## src/rtl/tt_activity_pkg.sv

```systemverilog
// Shared types and constants for the activity monitor display block.
package tt_activity_pkg;

  typedef logic [3:0] nibble_t;

  typedef enum logic [3:0] {
    MODE_HEX = 4'd0,
    MODE_SE  = 4'd1,
    MODE_SC  = 4'd2
  } mode_e;

  // Common-cathode segment patterns, bit0 = segment a.
  localparam logic [6:0] SEG_LUT [16] = '{
    7'h3F, 7'h06, 7'h5B, 7'h4F, 7'h66, 7'h6D, 7'h7D, 7'h07,
    7'h7F, 7'h6F, 7'h77, 7'h7C, 7'h39, 7'h5E, 7'h79, 7'h71
  };

endpackage

```

## src/rtl/seg7_decoder.sv

```systemverilog
// Hex nibble to 7-segment pattern, purely combinational.
module seg7_decoder
  import tt_activity_pkg::*;
(
  input  nibble_t    digit,
  output logic [6:0] seg
);

  // Table lookup of the segment pattern.
  always_comb begin
    seg = SEG_LUT[digit];
  end

endmodule

```

## src/rtl/tt_activity_monitor.sv

```systemverilog
// Activity monitor: free-running hex digit or scan_en / scan_clk rise counts
// on a 7-segment display, selected by a synchronized mode nibble.
module tt_activity_monitor
  import tt_activity_pkg::*;
#(
  parameter int unsigned DIV         = 16,
  parameter int unsigned SYNC_STAGES = 2
) (
  input  logic [7:0] io_in,
  output logic [7:0] io_out
);

  localparam int unsigned PW = (DIV > 1) ? $clog2(DIV) : 1;
  localparam logic [PW-1:0] PRE_MAX = PW'(DIV - 1);

  logic clk;
  logic rstn;

  assign clk  = io_in[0];
  assign rstn = io_in[2];

  logic [SYNC_STAGES-1:0] sc_sync;
  logic [SYNC_STAGES-1:0] se_sync;
  nibble_t                mode_sync [SYNC_STAGES];

  logic    sync_scan_clk;
  logic    sync_scan_en;
  nibble_t sync_mode;

  logic sc_prev;
  logic se_prev;
  logic sc_rise;
  logic se_rise;

  logic [PW-1:0] pre_cnt;
  logic          tick;

  nibble_t hex_cnt;
  nibble_t se_cnt;
  nibble_t sc_cnt;
  logic    dp_q;

  nibble_t    disp;
  logic       dp_out;
  logic [6:0] seg;

  assign sync_scan_clk = sc_sync[SYNC_STAGES-1];
  assign sync_scan_en  = se_sync[SYNC_STAGES-1];
  assign sync_mode     = mode_sync[SYNC_STAGES-1];

  assign sc_rise = sync_scan_clk & ~sc_prev;
  assign se_rise = sync_scan_en  & ~se_prev;
  assign tick    = (pre_cnt == PRE_MAX);

  // Input synchronizer chains plus one edge-detect history flop per signal.
  always_ff @(posedge clk) begin
    if (!rstn) begin
      sc_sync <= '0;
      se_sync <= '0;
      sc_prev <= 1'b0;
      se_prev <= 1'b0;
      for (int unsigned i = 0; i < SYNC_STAGES; i++) begin
        mode_sync[i] <= '0;
      end
    end else begin
      sc_sync      <= {sc_sync[SYNC_STAGES-2:0], io_in[1]};
      se_sync      <= {se_sync[SYNC_STAGES-2:0], io_in[3]};
      sc_prev      <= sync_scan_clk;
      se_prev      <= sync_scan_en;
      mode_sync[0] <= io_in[7:4];
      for (int unsigned i = 1; i < SYNC_STAGES; i++) begin
        mode_sync[i] <= mode_sync[i-1];
      end
    end
  end

  // Prescaler, hex counter with dp toggle, and the two activity counters.
  always_ff @(posedge clk) begin
    if (!rstn) begin
      pre_cnt <= '0;
      hex_cnt <= '0;
      dp_q    <= 1'b0;
      se_cnt  <= '0;
      sc_cnt  <= '0;
    end else begin
      pre_cnt <= tick ? '0 : pre_cnt + 1'b1;
      if (tick) begin
        hex_cnt <= hex_cnt + 4'd1;
        dp_q    <= ~dp_q;
      end
      if (se_rise) begin
        se_cnt <= se_cnt + 4'd1;
      end
      if (sc_rise) begin
        sc_cnt <= sc_cnt + 4'd1;
      end
    end
  end

  // Display source and decimal point selection by synchronized mode.
  always_comb begin
    disp   = sync_mode;
    dp_out = 1'b0;
    case (sync_mode)
      MODE_HEX: begin
        disp   = hex_cnt;
        dp_out = dp_q;
      end
      MODE_SE: begin
        disp   = se_cnt;
        dp_out = sync_scan_en;
      end
      MODE_SC: begin
        disp   = sc_cnt;
        dp_out = sync_scan_en;
      end
      default: begin
        disp   = sync_mode;
        dp_out = 1'b0;
      end
    endcase
  end

  seg7_decoder u_seg7_decoder (
    .digit (disp),
    .seg   (seg)
  );

  assign io_out = {dp_out, seg};

endmodule

```

## config.mk

```make
export PLATFORM = sky130hd
export DESIGN_NAME = tt_activity_monitor
export DESIGN_NICKNAME = d
export VERILOG_FILES = /design/src/rtl/tt_activity_pkg.sv /design/src/rtl/seg7_decoder.sv /design/src/rtl/tt_activity_monitor.sv
export SDC_FILE = /design/constraint.sdc
export NUM_CORES = 1
export LEC_CHECK = 0
export ABC_CLOCK_PERIOD_IN_PS = 5700
export CAP_MARGIN = 0
export CORE_ASPECT_RATIO = 1.1
export CORE_MARGIN = 10
export CORE_UTILIZATION = 40
export DETAILED_ROUTE_END_ITERATION = 6
export GPL_TIMING_DRIVEN = 0
export PLACE_DENSITY_LB_ADDON = 0.3
export SLEW_MARGIN = 0
export SYNTH_ARGS = -nofsm -noshare
export SYNTH_HDL_FRONTEND = slang
export SYNTH_SLANG_ARGS = --single-unit
```

## constraint.sdc

```tcl
create_clock -name io_in -period 5.7 [get_ports io_in]
set_clock_uncertainty 0.2 [all_clocks]
set_input_delay 0.855 -clock io_in [delete_from_list [all_inputs] [get_ports io_in]]
set_output_delay 0.855 -clock io_in [all_outputs]
set_load 0.005 [all_outputs]
```

==> out/qor.txt <==
Cell Int Power = 576 µW
Via count = 1325
Final critical-path share of the clock period = 0.681
Pwr dens = 377 nW/µm²
Synthesized flop and latch total = 31
Reg power frac = 0.305
Worst Setup End Kind = output port
Die X-Extent = 82.1 µm
Antenna fix cells = 0
Fin cells = 257
Post-synthesis sequential area ratio = 0.366
Status = complete, but fails checks
Commonest non-fill, non-tap cell in the layout = dfxtp_1
Leakage = 0.000867 µW
Total gr overflow = 0
Fmax = 258 MHz
Async S/R FF share, synth = 0
Dpl cells = 234
Worst Path Arrival = 2.83 ns
Ports = 16
Die height = 88.3 µm
Reg clk slew, reported paths = 0.06 ns
DR DRC count = 0
Top FF cell, synth = dfxtp_1
Hold Violations, Final = 7
Via density = 5.16
WS Path Type = reg2out
Hpwl dp = 2460 µm
Post-cts resize count = 0
Synth warnings = 0
EDFF count, synth = 0
Commonest non-fill, non-tap cells in the layout = dfxtp_1 (31), and2_1 (25), clkbuf_8 (18), ha_1 (11)
Die area = 7240 µm²
FP Rows = 24
GRT Util Overall = 0.108
Initial antenna violation count = 0
Peak VDD IR = 0.317 mV
Slowest stage delay, CP = 0.46 ns
First-pass GRT wire length = 5840 µm
Slowest-stage cell, CP = clkdlybuf4s50_1
Syn nets = 193
Nets@finish = 220
Post-route setup TNS = 0 ns
Post-CTS setup buffers = 0
Hold-fix buffer count after cts = 0
Least-Margin Pin Slew = 0.537 ns
Worst EP required = 4.64 ns
Largest net degree at the start of global routing = 11
Area growth from synthesis to layout = 24.4%
IO Port Bufs = 8
Syn Area/Cell = 9.74 µm²
Tmin final = 3.88 ns
Routed Wire Length = 3440 µm
Post-Syn Area = 1690 µm²
Post-DR wirelength/cell = 13.4 µm
CTS tree = done
Final Wtd Congestion = 0.770
Vias in the first global route = 1604
Worst-Skew Late Latency = 0.27 ns
Failing checks = negative hold slack
Yosys cell types = 49
Net Switching = 220 µW
Max-Cap Viols = 0
RSZ-0062 raised after global routing = no
WHS = -0.349 ns
Cells after synthesis = 174
CP cell instances = buf_6 -> nor4b_1 -> o21a_1 -> nor2_1 -> inv_1 -> ha_1 -> nor2b_1 -> mux2i_1 -> o311a_1 -> clkdlybuf4s50_1
Critical path startpoint category = register
Count of final max-slew check failures = 0
Rel. slew slack = 0.642
Combinational fraction of design power = 0
Core box area = 4020 µm²
Share of post-route cells with drive strength above 1 = 0.161
Crit path max fanout = 10
Starting DRT DRC Count = 31
Clk pwr share = 0.695
Initial Utilization = 0.421
Drt first pass iters = 4
Worst hold path class = clk2reg
# setup viols final = 0
Remaining antenna violation count = 0
Net Sw Frac = 0.276
-- Yosys cell counts (3+ instances only) --
| master | instances | area [µm²] |
|---|---|---|
| a21oi_1 | 4 | 20.0 |
| nand4_1 | 3 | 18.8 |
| xnor2_1 | 8 | 70.1 |
| clkbuf_1 | 3 | 11.3 |
| dfxtp_1 | 31 | 621 |
| nand2b_1 | 3 | 18.8 |
| inv_1 | 5 | 18.8 |
| xor2_1 | 3 | 26.3 |
| o21ai_0 | 4 | 20.0 |
| o211ai_1 | 3 | 22.5 |
| nor2_1 | 8 | 30.0 |
| ha_1 | 11 | 138 |
| nand3_1 | 5 | 25.0 |
| and2_1 | 25 | 156 |
| nor2b_1 | 7 | 43.8 |
| nand2_1 | 7 | 26.3 |
| mux2i_1 | 6 | 60.1 |
-- sequential cells by signal (all words and copies together) (netlist names) --
signal,count
se_cnt,4
sc_prev,1
se_sync,2
sc_cnt,4
se_prev,1
sc_sync,2
hex_cnt,4
pre_cnt,4
dp_q,1
mode_sync,8
-- critical path, delay by kind of cell (launching register included) --
| family | cells | cell delay [ns] |
|---|---|---|
| compound gates | 2 | 0.54 |
| fa+ha+maj | 1 | 0.21 |
| buf+inv | 3 | 0.79 |
| flops | 1 | 0.39 |
| mux | 1 | 0.08 |
| simple gates | 3 | 0.56 |
-- through the flow --
| stage | util | hold WS, ns | power (µW) | setup WS, ns | cell area, µm² |
|---|---|---|---|---|---|
| after CTS | 0.524 | -0.357 | 827 | 1.80 | 2110 |
| after global routing | 0.524 | -0.358 | 870 | 1.56 | 2110 |
| after detailed placement | 0.457 | -0.0727 | 355 | 2.13 | 1840 |
| after global placement | 0.457 | -0.0727 | 355 | 2.18 | 1840 |
| final | 0.524 | -0.349 | 795 | 1.82 | 2110 |
| after floorplan | - | -0.0727 | 355 | 2.25 | 1690 |
-- path summary, 6_finish.rpt --
kind	from	end	slack (ns)	depth (start not counted)
max	mode_sync[0][5]	io_out[6]	1.82	10
min	io_in[5]	mode_sync[0][1]	-0.35	1
max reg2reg	pre_cnt[0]	hex_cnt[3]	3.95	4
min reg2reg	se_sync[0]	se_sync[1]	0.23	1
-- layer usage --
layer  global-route usage  wire, µm  vias up
li1                     -         -      659
met1               0.0811      1310      606
met2                0.136      1680       46
met3               0.0994       310       14
met4                0.150       130        0
met5               0.0143         0        -
-- power by group through the flow --
stage               Sequential (µW)  Clock (µW)  Combinational, µW
floorplan                       249         105           0.000338
global placement                249         105           0.000365
detailed placement              249         105           0.000365
CTS                             242         584           0.000365
global route                    242         628           0.000365
finish                          243         553           0.000365
-- cell families (layout without fill, tap and decap cells) --
logic type | after synthesis | in the layout | share of synthesized area
multiplexers | 9 | 9 | 0.0643
XOR/XNOR | 11 | 11 | 0.0569
buffers and inverters | 15 | 46 | 0.0480
flip-flops | 31 | 31 | 0.366
adder cells (fa/ha/maj) | 11 | 11 | 0.0812
AND/OR/NAND/NOR | 69 | 69 | 0.245
AO/OA/AOI/OAI | 28 | 28 | 0.138
-- layout make-up --
cell class                      count  area [µm²]
Sequential cell                    31         621
Multi-Input combinational cell    128         992
Timing Repair Buffer                8        80.1
Inverter                            6        22.5
Clock inverter                      2        8.76
Fill cell                         365        1920
Buffer                              9        58.8
Tap cell                           52        65.1
Clock buffer                       21         259
(Power assumes the default switching activity.)
